`src/rtl/uart_pkg.sv`:
```
// Shared definitions for the 6809<->FT2232 UART: FSM encoding, register bit
// positions and the default bit period.
package uart_pkg;

    typedef enum logic [1:0] {
        ST_IDLE  = 2'd0,
        ST_START = 2'd1,
        ST_DATA  = 2'd2,
        ST_STOP  = 2'd3
    } uart_state_t;

    // 9600 bps from a 44.33 MHz system clock
    localparam int DEFAULT_CLOCK_DIVISOR = 4618;

    localparam int CTRL_TX_EN  = 0;
    localparam int CTRL_IRQ_EN = 1;
    localparam int CTRL_FLUSH  = 2;

    localparam int STAT_EMPTY   = 0;
    localparam int STAT_FULL    = 1;
    localparam int STAT_BUSY    = 2;
    localparam int STAT_OVERRUN = 3;
    localparam int STAT_CNT_LO  = 4;
    localparam int STAT_CNT_HI  = 6;

endpackage

```
`src/rtl/uart_tx_fifo.sv`:
```
// Byte FIFO between the 6809 write port and the TX serialiser. A push is
// accepted when full only if a pop frees a slot in the same cycle.
module uart_tx_fifo #(
    parameter int DEPTH = 4,
    parameter int AW    = $clog2(DEPTH)
) (
    input  logic        clk,
    input  logic        reset,
    input  logic        push,
    input  logic        pop,
    input  logic        flush,
    input  logic [7:0]  wdata,
    output logic [7:0]  rdata,
    output logic        full,
    output logic        empty,
    output logic [AW:0] count
);
    localparam logic [AW:0] FULL_CNT = DEPTH[AW:0];

    logic [7:0]    mem [DEPTH];
    logic [AW-1:0] wr_ptr;
    logic [AW-1:0] rd_ptr;
    logic          push_ok;
    logic          pop_ok;

    assign empty   = (count == '0);
    assign full    = (count == FULL_CNT);
    assign pop_ok  = pop && !empty;
    assign push_ok = push && !flush && (!full || pop_ok);
    assign rdata   = mem[rd_ptr];

    always_ff @(posedge clk) begin
        if (reset) begin
            wr_ptr <= '0;
            rd_ptr <= '0;
            count  <= '0;
        end else if (flush) begin
            // Flush is a level: the queue stays empty for as long as it is held
            wr_ptr <= '0;
            rd_ptr <= '0;
            count  <= '0;
        end else begin
            if (push_ok) wr_ptr <= wr_ptr + 1'b1;
            if (pop_ok)  rd_ptr <= rd_ptr + 1'b1;
            count <= count + {{AW{1'b0}}, push_ok} - {{AW{1'b0}}, pop_ok};
        end
    end

    always_ff @(posedge clk) begin
        if (push_ok) mem[wr_ptr] <= wdata;
    end

endmodule

```
`src/rtl/uart_tx_interface.sv`:
```
// Transmit half of the 6809<->FT2232 UART: TX FIFO feeding an 8N1 LSB-first
// serialiser, with status register and active-low drain interrupt.
module uart_tx_interface
    import uart_pkg::*;
#(
    parameter int CLOCK_DIVISOR = DEFAULT_CLOCK_DIVISOR,
    parameter int DIV_W         = 13,
    parameter int FIFO_DEPTH    = 4
) (
    input  logic       clk,
    input  logic       reset,
    input  logic       i_tx_wr,
    input  logic [7:0] i_tx_data,
    input  logic [7:0] i_control,
    input  logic       i_status_rd,
    output logic       o_UART_RX,
    output logic [7:0] o_tx_status,
    output logic       o_IRQ
);
    localparam int AW = $clog2(FIFO_DEPTH);
    localparam logic [DIV_W-1:0] BIT_LAST = DIV_W'(CLOCK_DIVISOR - 1);

    uart_state_t      state, state_nx;
    logic [DIV_W-1:0] baud_cnt, baud_nx;
    logic [2:0]       bit_idx, bit_nx;
    logic [7:0]       shreg, sh_nx;
    logic             line_nx;
    logic             pop;
    logic             bit_end;
    logic             overrun;
    logic             wr_drop;
    logic             tx_empty;

    logic             tx_en, irq_en, flush;
    logic [7:0]       fifo_rdata;
    logic             fifo_full, fifo_empty;
    logic [AW:0]      fifo_count;

    assign tx_en  = i_control[CTRL_TX_EN];
    assign irq_en = i_control[CTRL_IRQ_EN];
    assign flush  = i_control[CTRL_FLUSH];

    uart_tx_fifo #(.DEPTH(FIFO_DEPTH)) u_fifo (
        .clk   (clk),
        .reset (reset),
        .push  (i_tx_wr),
        .pop   (pop),
        .flush (flush),
        .wdata (i_tx_data),
        .rdata (fifo_rdata),
        .full  (fifo_full),
        .empty (fifo_empty),
        .count (fifo_count)
    );

    assign bit_end = (baud_cnt == BIT_LAST);

    always_comb begin
        state_nx = state;
        baud_nx  = baud_cnt + 1'b1;
        bit_nx   = bit_idx;
        sh_nx    = shreg;
        pop      = 1'b0;
        case (state)
            ST_IDLE: begin
                baud_nx = '0;
                if (tx_en && !fifo_empty) begin
                    pop      = 1'b1;
                    sh_nx    = fifo_rdata;
                    state_nx = ST_START;
                end
            end
            ST_START: begin
                if (bit_end) begin
                    baud_nx  = '0;
                    bit_nx   = '0;
                    state_nx = ST_DATA;
                end
            end
            ST_DATA: begin
                if (bit_end) begin
                    baud_nx = '0;
                    sh_nx   = {1'b0, shreg[7:1]};
                    if (bit_idx == 3'd7) state_nx = ST_STOP;
                    else                 bit_nx   = bit_idx + 3'd1;
                end
            end
            ST_STOP: begin
                if (bit_end) begin
                    baud_nx = '0;
                    // Chain straight into the next start bit so queued bytes go out gap-free
                    if (tx_en && !fifo_empty) begin
                        pop      = 1'b1;
                        sh_nx    = fifo_rdata;
                        state_nx = ST_START;
                    end else begin
                        state_nx = ST_IDLE;
                    end
                end
            end
            default: state_nx = ST_IDLE;
        endcase

        line_nx = 1'b1;
        if (state_nx == ST_START)     line_nx = 1'b0;
        else if (state_nx == ST_DATA) line_nx = sh_nx[0];
    end

    always_ff @(posedge clk) begin
        if (reset) begin
            state     <= ST_IDLE;
            baud_cnt  <= '0;
            bit_idx   <= '0;
            shreg     <= '0;
            o_UART_RX <= 1'b1;
        end else begin
            state     <= state_nx;
            baud_cnt  <= baud_nx;
            bit_idx   <= bit_nx;
            shreg     <= sh_nx;
            o_UART_RX <= line_nx;
        end
    end

    // A write lost to a full queue; writes during flush are discarded silently
    assign wr_drop = i_tx_wr && !flush && fifo_full && !pop;

    always_ff @(posedge clk) begin
        if (reset)            overrun <= 1'b0;
        else if (wr_drop)     overrun <= 1'b1;
        else if (i_status_rd) overrun <= 1'b0;
    end

    assign tx_empty = fifo_empty && (state == ST_IDLE);

    always_comb begin
        o_tx_status                           = '0;
        o_tx_status[STAT_EMPTY]               = tx_empty;
        o_tx_status[STAT_FULL]                = fifo_full;
        o_tx_status[STAT_BUSY]                = (state != ST_IDLE);
        o_tx_status[STAT_OVERRUN]             = overrun;
        o_tx_status[STAT_CNT_HI:STAT_CNT_LO]  = 3'(fifo_count);
    end

    always_ff @(posedge clk) begin
        if (reset) o_IRQ <= 1'b1;
        else       o_IRQ <= ~(irq_en && tx_empty);
    end

endmodule

```
`config.mk`:
```
export PLATFORM = sky130hd
export DESIGN_NAME = uart_tx_interface
export DESIGN_NICKNAME = d
export VERILOG_FILES = /design/src/rtl/uart_pkg.sv /design/src/rtl/uart_tx_fifo.sv /design/src/rtl/uart_tx_interface.sv
export SDC_FILE = /design/constraint.sdc
export NUM_CORES = 1
export LEC_CHECK = 0
export CAP_MARGIN = 25
export CORE_ASPECT_RATIO = 1.25
export CORE_UTILIZATION = 43
export CTS_CLUSTER_DIAMETER = 50
export CTS_CLUSTER_SIZE = 20
export DETAILED_ROUTE_END_ITERATION = 8
export GPL_ROUTABILITY_DRIVEN = 0
export PLACE_DENSITY = 0.63
export SLEW_MARGIN = 10
export SYNTH_ARGS = -nofsm -noshare
export SYNTH_HDL_FRONTEND = slang
export SYNTH_SLANG_ARGS = --single-unit
```
`constraint.sdc`:
```
create_clock -name clk -period 2.6 [get_ports clk]
set_input_delay 0.52 -clock clk [delete_from_list [all_inputs] [get_ports clk]]
set_output_delay 0.52 -clock clk [all_outputs]
set_load 0.05 [all_outputs]
```
==> results.cfg, run 1 <==
[global_route]
antenna_found_initial = 0
grt_pass1_wl_mm = 9.43
grt_overflow_total = 0
grt_max_degree = 18
grt_util_all_layers_pct = 16.3
grt_pass1_vias = 2051

[timing]
fmax_mhz = 399
rsz0062_at_grt = yes
drv_slew = 0
finalSetupTns_ns = 0
postLayoutSetupSlackWorst_ns = 0.0933
fin_crit_sh_pct = 96.4
setup_viol = 0
finalCriticalPeriod_ns = 2.51
fin_hold_ws_ns = 0.509
hold_viol_final = 0
max_slew_margin_pct = 51.7
clock_skew_ns = 0.00950
worst_pin_slew_ns = 0.725

[yosys]
synth.distinct_cells = 47
syn_area_per_cell_um2 = 11.7
ys_top_cells_by_count = nor2_1, dfxtp_1, edfxtp_1
yosysTopAreaCell = edfxtp_1
ys_warn_count = 0
synth_top_area_share_pct = 29.8
ys_seq_area_share_pct = 53.4
synth_edf_count = 32
ys_ff_latch = 70
synthesis.instances = 275
synthTopCellsByArea = edfxtp_1, dfxtp_1, ha_1
synth-async-reset-ratio_pct = 0
syn_nets = 311
yosysMostFrequentCell = nor2_1
syn_area_mm2 = 0.00322
synth-main-ff-cell = dfxtp_1

[clock_network]
cts.sinks = 70
htree_levels = 3
cts_buffers = 9
clk_pin_slew_worst_paths_ns = 0.08
clock_latency_ns = 0.35
cts_tree = done
cts_root_buf = clkbuf_8
cts.path.max_buffers = 2

[floorplan]
chipHeight_um = 98.8
initial_core_util_pct = 45.4
die_x_um = 79.5
fp-row-count = 34
core-area_mm2 = 0.00710
die_area_mm2 = 0.00785
ios = 30

[route]
wirelength_mm = 5.78
wl_per_cell_um = 14.0
detail-route-antenna-nets = 0
routed_via_density = 5.14
drc = 0
firstDrtPassIters = 4
vias = 2124
drt-initial-drc-count = 71

[critical_path]
ff2ff_path_depth = 12
cp_data_required_time_ns = 2.84
r2r_end = u_fifo.count[2]
r2r-start = baud_cnt[1]
worst_setup_path_start_kind = register
path_class = reg2reg
crit_arrival_ns = 2.75
worst_setup_path_end_kind = register
path_max_fanout = 4
reg2reg_setup_slack_ns = 0.09

[min_path]
worst_hold_path.endpoint = u_fifo.rd_ptr[1]
min_from = u_fifo.rd_ptr[1]
hold_path_depth = 2
min_path_type = reg2reg

[placement]
port-buffer-count = 23
place_area_mm2 = 0.00372
dp_cells = 397
hpwl_mm = 4.19
pre_cts_ws_ns = -0.157

[power_and_ir_drop]
power.density_mw_per_mm2 = 590
power_mw = 2.32
peakVddDrop_v = 0.000381
p_leak_nw = 1.47

[layout]
design_area_mm2 = 0.00393
area_growth_pct = 21.9
insertedDiodeCount = 0
nets = 354
final_cells = 413
n_fill_cell = 623
final_layout_size_suffix_gt1_share_pct = 19.2
finish.utilization_pct = 55.3

[status]
status = completed

[job]
cap_violations = 0
==> kinds of logic (layout without fill, tap and decap cells) <==
logic type / after synthesis / after routing / synth area share, %
XOR/XNOR: 17 / 17 / 4.62
AND/OR/NAND/NOR: 93 / 93 / 14.6
adder cells (fa/ha/maj): 16 / 16 / 6.44
flip-flops: 70 / 70 / 53.4
AO/OA/AOI/OAI: 38 / 38 / 9.20
other: 1 / 1 / 0.116
multiplexers: 15 / 15 / 7.76
buffers and inverters: 25 / 73 / 3.88
==> layer usage <==
| layer | global-route usage (%) | wire length, µm |
|---|---|---|
| met1 | 17.5 | 2500 |
| met2 | 28.3 | 2990 |
| met3 | 4.26 | 172 |
| met4 | 9.65 | 123 |
| met5 | 0 | 0 |
==> final cells by class <==
class	instances	area, µm²	area share (%)
sequential	70	1730	43.9
multi-input combinational	180	1390	35.5
timing repair buffer	47	458	11.6
clock buffer	9	124	3.15
tap	90	113	2.86
clock inverter	7	78.8	2.01
inverter	10	37.5	0.955
==> where the power goes <==
| part | internal [mW] | switching (mW) |
|---|---|---|
| registers | 1.18 | 0.0161 |
| logic | 0.109 | 0.121 |
| clock network | 0.454 | 0.443 |
==> state kept, by name (all words and copies together), names as in the netlist, named ones only <==
| register | flops |
|---|---|
| o_IRQ | 1 |
| u_fifo.rd_ptr | 2 |
| shreg | 8 |
| bit_idx | 3 |
| u_fifo.mem | 32 |
| u_fifo.wr_ptr | 2 |
| u_fifo.count | 3 |
| baud_cnt | 13 |
| o_UART_RX | 1 |
| overrun | 1 |
| state | 2 |
==> critical path: stages (launching register included) <==
cell	delay (ns)
dfxtp_1	0.31
inv_1	0.05
ha_1	0.13
and4bb_4	0.27
a41oi_4	0.12
or3_4	0.43
a21boi_4	0.17
ha_1	0.15
inv_1	0.04
fa_1	0.36
xor2_1	0.17
xnor2_1	0.13
nor2_1	0.05
==> timing repair <==
action | 4_1_cts | 5_1_grt
hold buffers | 0 | 0
gates resized for setup | 0 | 2
endpoints found under the setup margin | 0 | 2
buffers inserted | 0 | 0
==> cells in the final DEF (no fill, tap or decap), drive strengths merged, types with 9 or more instances in the layout <==
| master | Yosys | layout |
|---|---|---|
| a22oi | 9 | 9 |
| buf | 7 | 26 |
| clkbuf | 8 | 9 |
| clkdlybuf4s50 | 0 | 20 |
| dfxtp | 38 | 38 |
| edfxtp | 32 | 32 |
| ha | 15 | 15 |
| inv | 10 | 13 |
| nand2 | 13 | 13 |
| nand3 | 9 | 9 |
| nor2 | 41 | 41 |
| o21ai | 9 | 9 |
| xor2 | 9 | 9 |
==> worst max-delay path by stage <==
stage / startpoint / to / slack (ns) / cells past startpoint
after floorplan: baud_cnt[1] / u_fifo.count[2] / -0.07 / 13
after global placement: i_control[0] / u_fifo.count[2] / -0.15 / 10
after detailed placement: i_control[0] / u_fifo.count[2] / -0.16 / 10
after CTS: baud_cnt[1] / u_fifo.count[2] / 0.002 / 12
after global routing: baud_cnt[1] / u_fifo.count[2] / -0.04 / 12
final: baud_cnt[1] / u_fifo.count[2] / 0.09 / 12
(Power assumes the default switching activity.)
==> inputs of run 2 (changes only) <==
--- a/config.mk
+++ b/config.mk
@@ -11,8 +11,11 @@
 export CTS_CLUSTER_DIAMETER = 50
 export CTS_CLUSTER_SIZE = 20
 export DETAILED_ROUTE_END_ITERATION = 8
+export DONT_BUFFER_PORTS = 1
 export GPL_ROUTABILITY_DRIVEN = 0
-export PLACE_DENSITY = 0.63
+export GPL_TIMING_DRIVEN = 1
+export PLACE_DENSITY = 0.58
+export SETUP_SLACK_MARGIN = 0.15
 export SLEW_MARGIN = 10
 export SYNTH_ARGS = -nofsm -noshare
 export SYNTH_HDL_FRONTEND = slang
==> results.cfg, run 2 (synthesized netlist as in run 1, its figures left out) <==
[clock_network]
htree_levels = 3
hold_buffers = 0
clk_pin_slew_worst_paths_ns = 0.08
cts_buffers = 9
clock_latency_ns = 0.35
cts_root_buf = clkbuf_8
cts.path.max_buffers = 2
cts.sinks = 70
cts_tree = done

[floorplan]
initial_core_util_pct = 45.4
fp-row-count = 34
die_x_um = 79.5
chipHeight_um = 98.8
core-area_mm2 = 0.00710
die_area_mm2 = 0.00785
ios = 30

[route]
vias = 2046
detail-route-antenna-nets = 0
firstDrtPassIters = 4
drc = 0
routed_via_density = 5.18
wirelength_mm = 5.83
drt-initial-drc-count = 61
wl_per_cell_um = 14.8

[critical_path]
worst_setup_path_end_kind = register
reg2reg_setup_slack_ns = 0.14
worst_setup_path_start_kind = register
path_max_fanout = 4
crit_arrival_ns = 2.70
path_class = reg2reg
cp_data_required_time_ns = 2.84

[layout]
largest_register_ffs = 32
insertedDiodeCount = 0
top_regs = u_fifo.mem x32, baud_cnt x13, shreg x8
layout_common_cells = nor2_1, dfxtp_1, edfxtp_1
layout_commonest_cell = nor2_1
nets = 336
final_layout_size_suffix_gt1_share_pct = 24.6
area_growth_pct = 18.1
top_register = u_fifo.mem

[status]
status = completed

[global_route]
grt_max_degree = 19
grt_overflow_total = 0
grt_util_all_layers_pct = 16.4
antenna_found_initial = 0
grt_pass1_vias = 2054
grt_pass1_wl_mm = 9.62

[timing]
fin_crit_sh_pct = 94.7
setup_viol = 0
hold_viol_final = 0
postLayoutSetupSlackWorst_ns = 0.137
finalCriticalPeriod_ns = 2.46
max_slew_margin_pct = 64.9
worst_pin_slew_ns = 0.527
drv_slew = 0
rsz0062_at_grt = yes
clock_skew_ns = 0.00637
fmax_mhz = 406
fin_hold_ws_ns = 0.234

[placement]
pre_cts_ws_ns = 0.0101
port-buffer-count = 0
hpwl_mm = 4.06

[power_and_ir_drop]
power.density_mw_per_mm2 = 625
p_leak_nw = 1.41
peakVddDrop_v = 0.000455

[min_path]
min_path_type = in2reg

[job]
cap_violations = 0
## run 2: cell types whose count changed in the layout (fill, tap and decap cells not counted), moves of 2 or more
cell             previous run  this run
buf_4                      22        25
inv_6                       3         1
inv_1                      10         8
inv_2                       0         2
ha_1                       15        13
clkdlybuf4s50_1            20         0
## run 2: final cells by class
type	instances	area (µm²)
well taps	90	113
clock buffers	9	124
clock inverters	7	105
fillers	613	3300
inverters	10	37.5
repair buffers	29	268
multi-input cells	180	1430
flip-flops and latches	70	1730
## run 2: path summary, 6_finish.rpt
kind	start	to	depth (start not counted)
worst min register to register	u_fifo.rd_ptr[1]	u_fifo.rd_ptr[1]	2
worst max-delay path	baud_cnt[1]	u_fifo.count[2]	12
worst max register to register	baud_cnt[1]	u_fifo.count[2]	12
worst min-delay path	reset	state[0]	1
## run 2: metrics by stage
step / setup TNS [ns] / instance area (µm²) / total power [mW] / std cells / utilization [%]
floorplan: -0.0667 / 3240 / 1.37 / 275 / -
global placement: 0 / 3520 / 1.40 / 377 / 49.6
detailed placement: 0 / 3520 / 1.40 / 377 / 49.6
CTS: 0 / 3780 / 2.42 / 395 / 53.2
global route: -0.0117 / 3810 / 2.46 / 395 / 53.6
finish: 0 / 3810 / 2.38 / 395 / 53.6
## run 2: worst max-delay path, cell delays in order (launching register included)
cell	delay, ns
dfxtp_2	0.33
inv_2	0.06
ha_4	0.11
and4bb_4	0.26
a41oi_4	0.12
or3_4	0.43
a21boi_4	0.15
ha_2	0.18
inv_2	0.04
fa_2	0.33
xor2_1	0.16
xnor2_1	0.13
nor2_1	0.05
## run 2: layer usage
metal | part of all wire [%] | track usage (%)
met1 | 43 | 19.3
met2 | 52 | 27.3
met5 | 0 | 0
met4 | 2.4 | 9.51
met3 | 2.7 | 3.43
## run 2: power by group
part           internal, mW  switching [mW]
Combinational        0.0827           0.106
Sequential             1.18          0.0192
Clock                 0.553           0.444
## run 2: what timing repair did
item	CTS	global route
pin swaps	2	1
gates resized for setup	3	9
setup endpoints to repair	1	32
buffers inserted	2	0
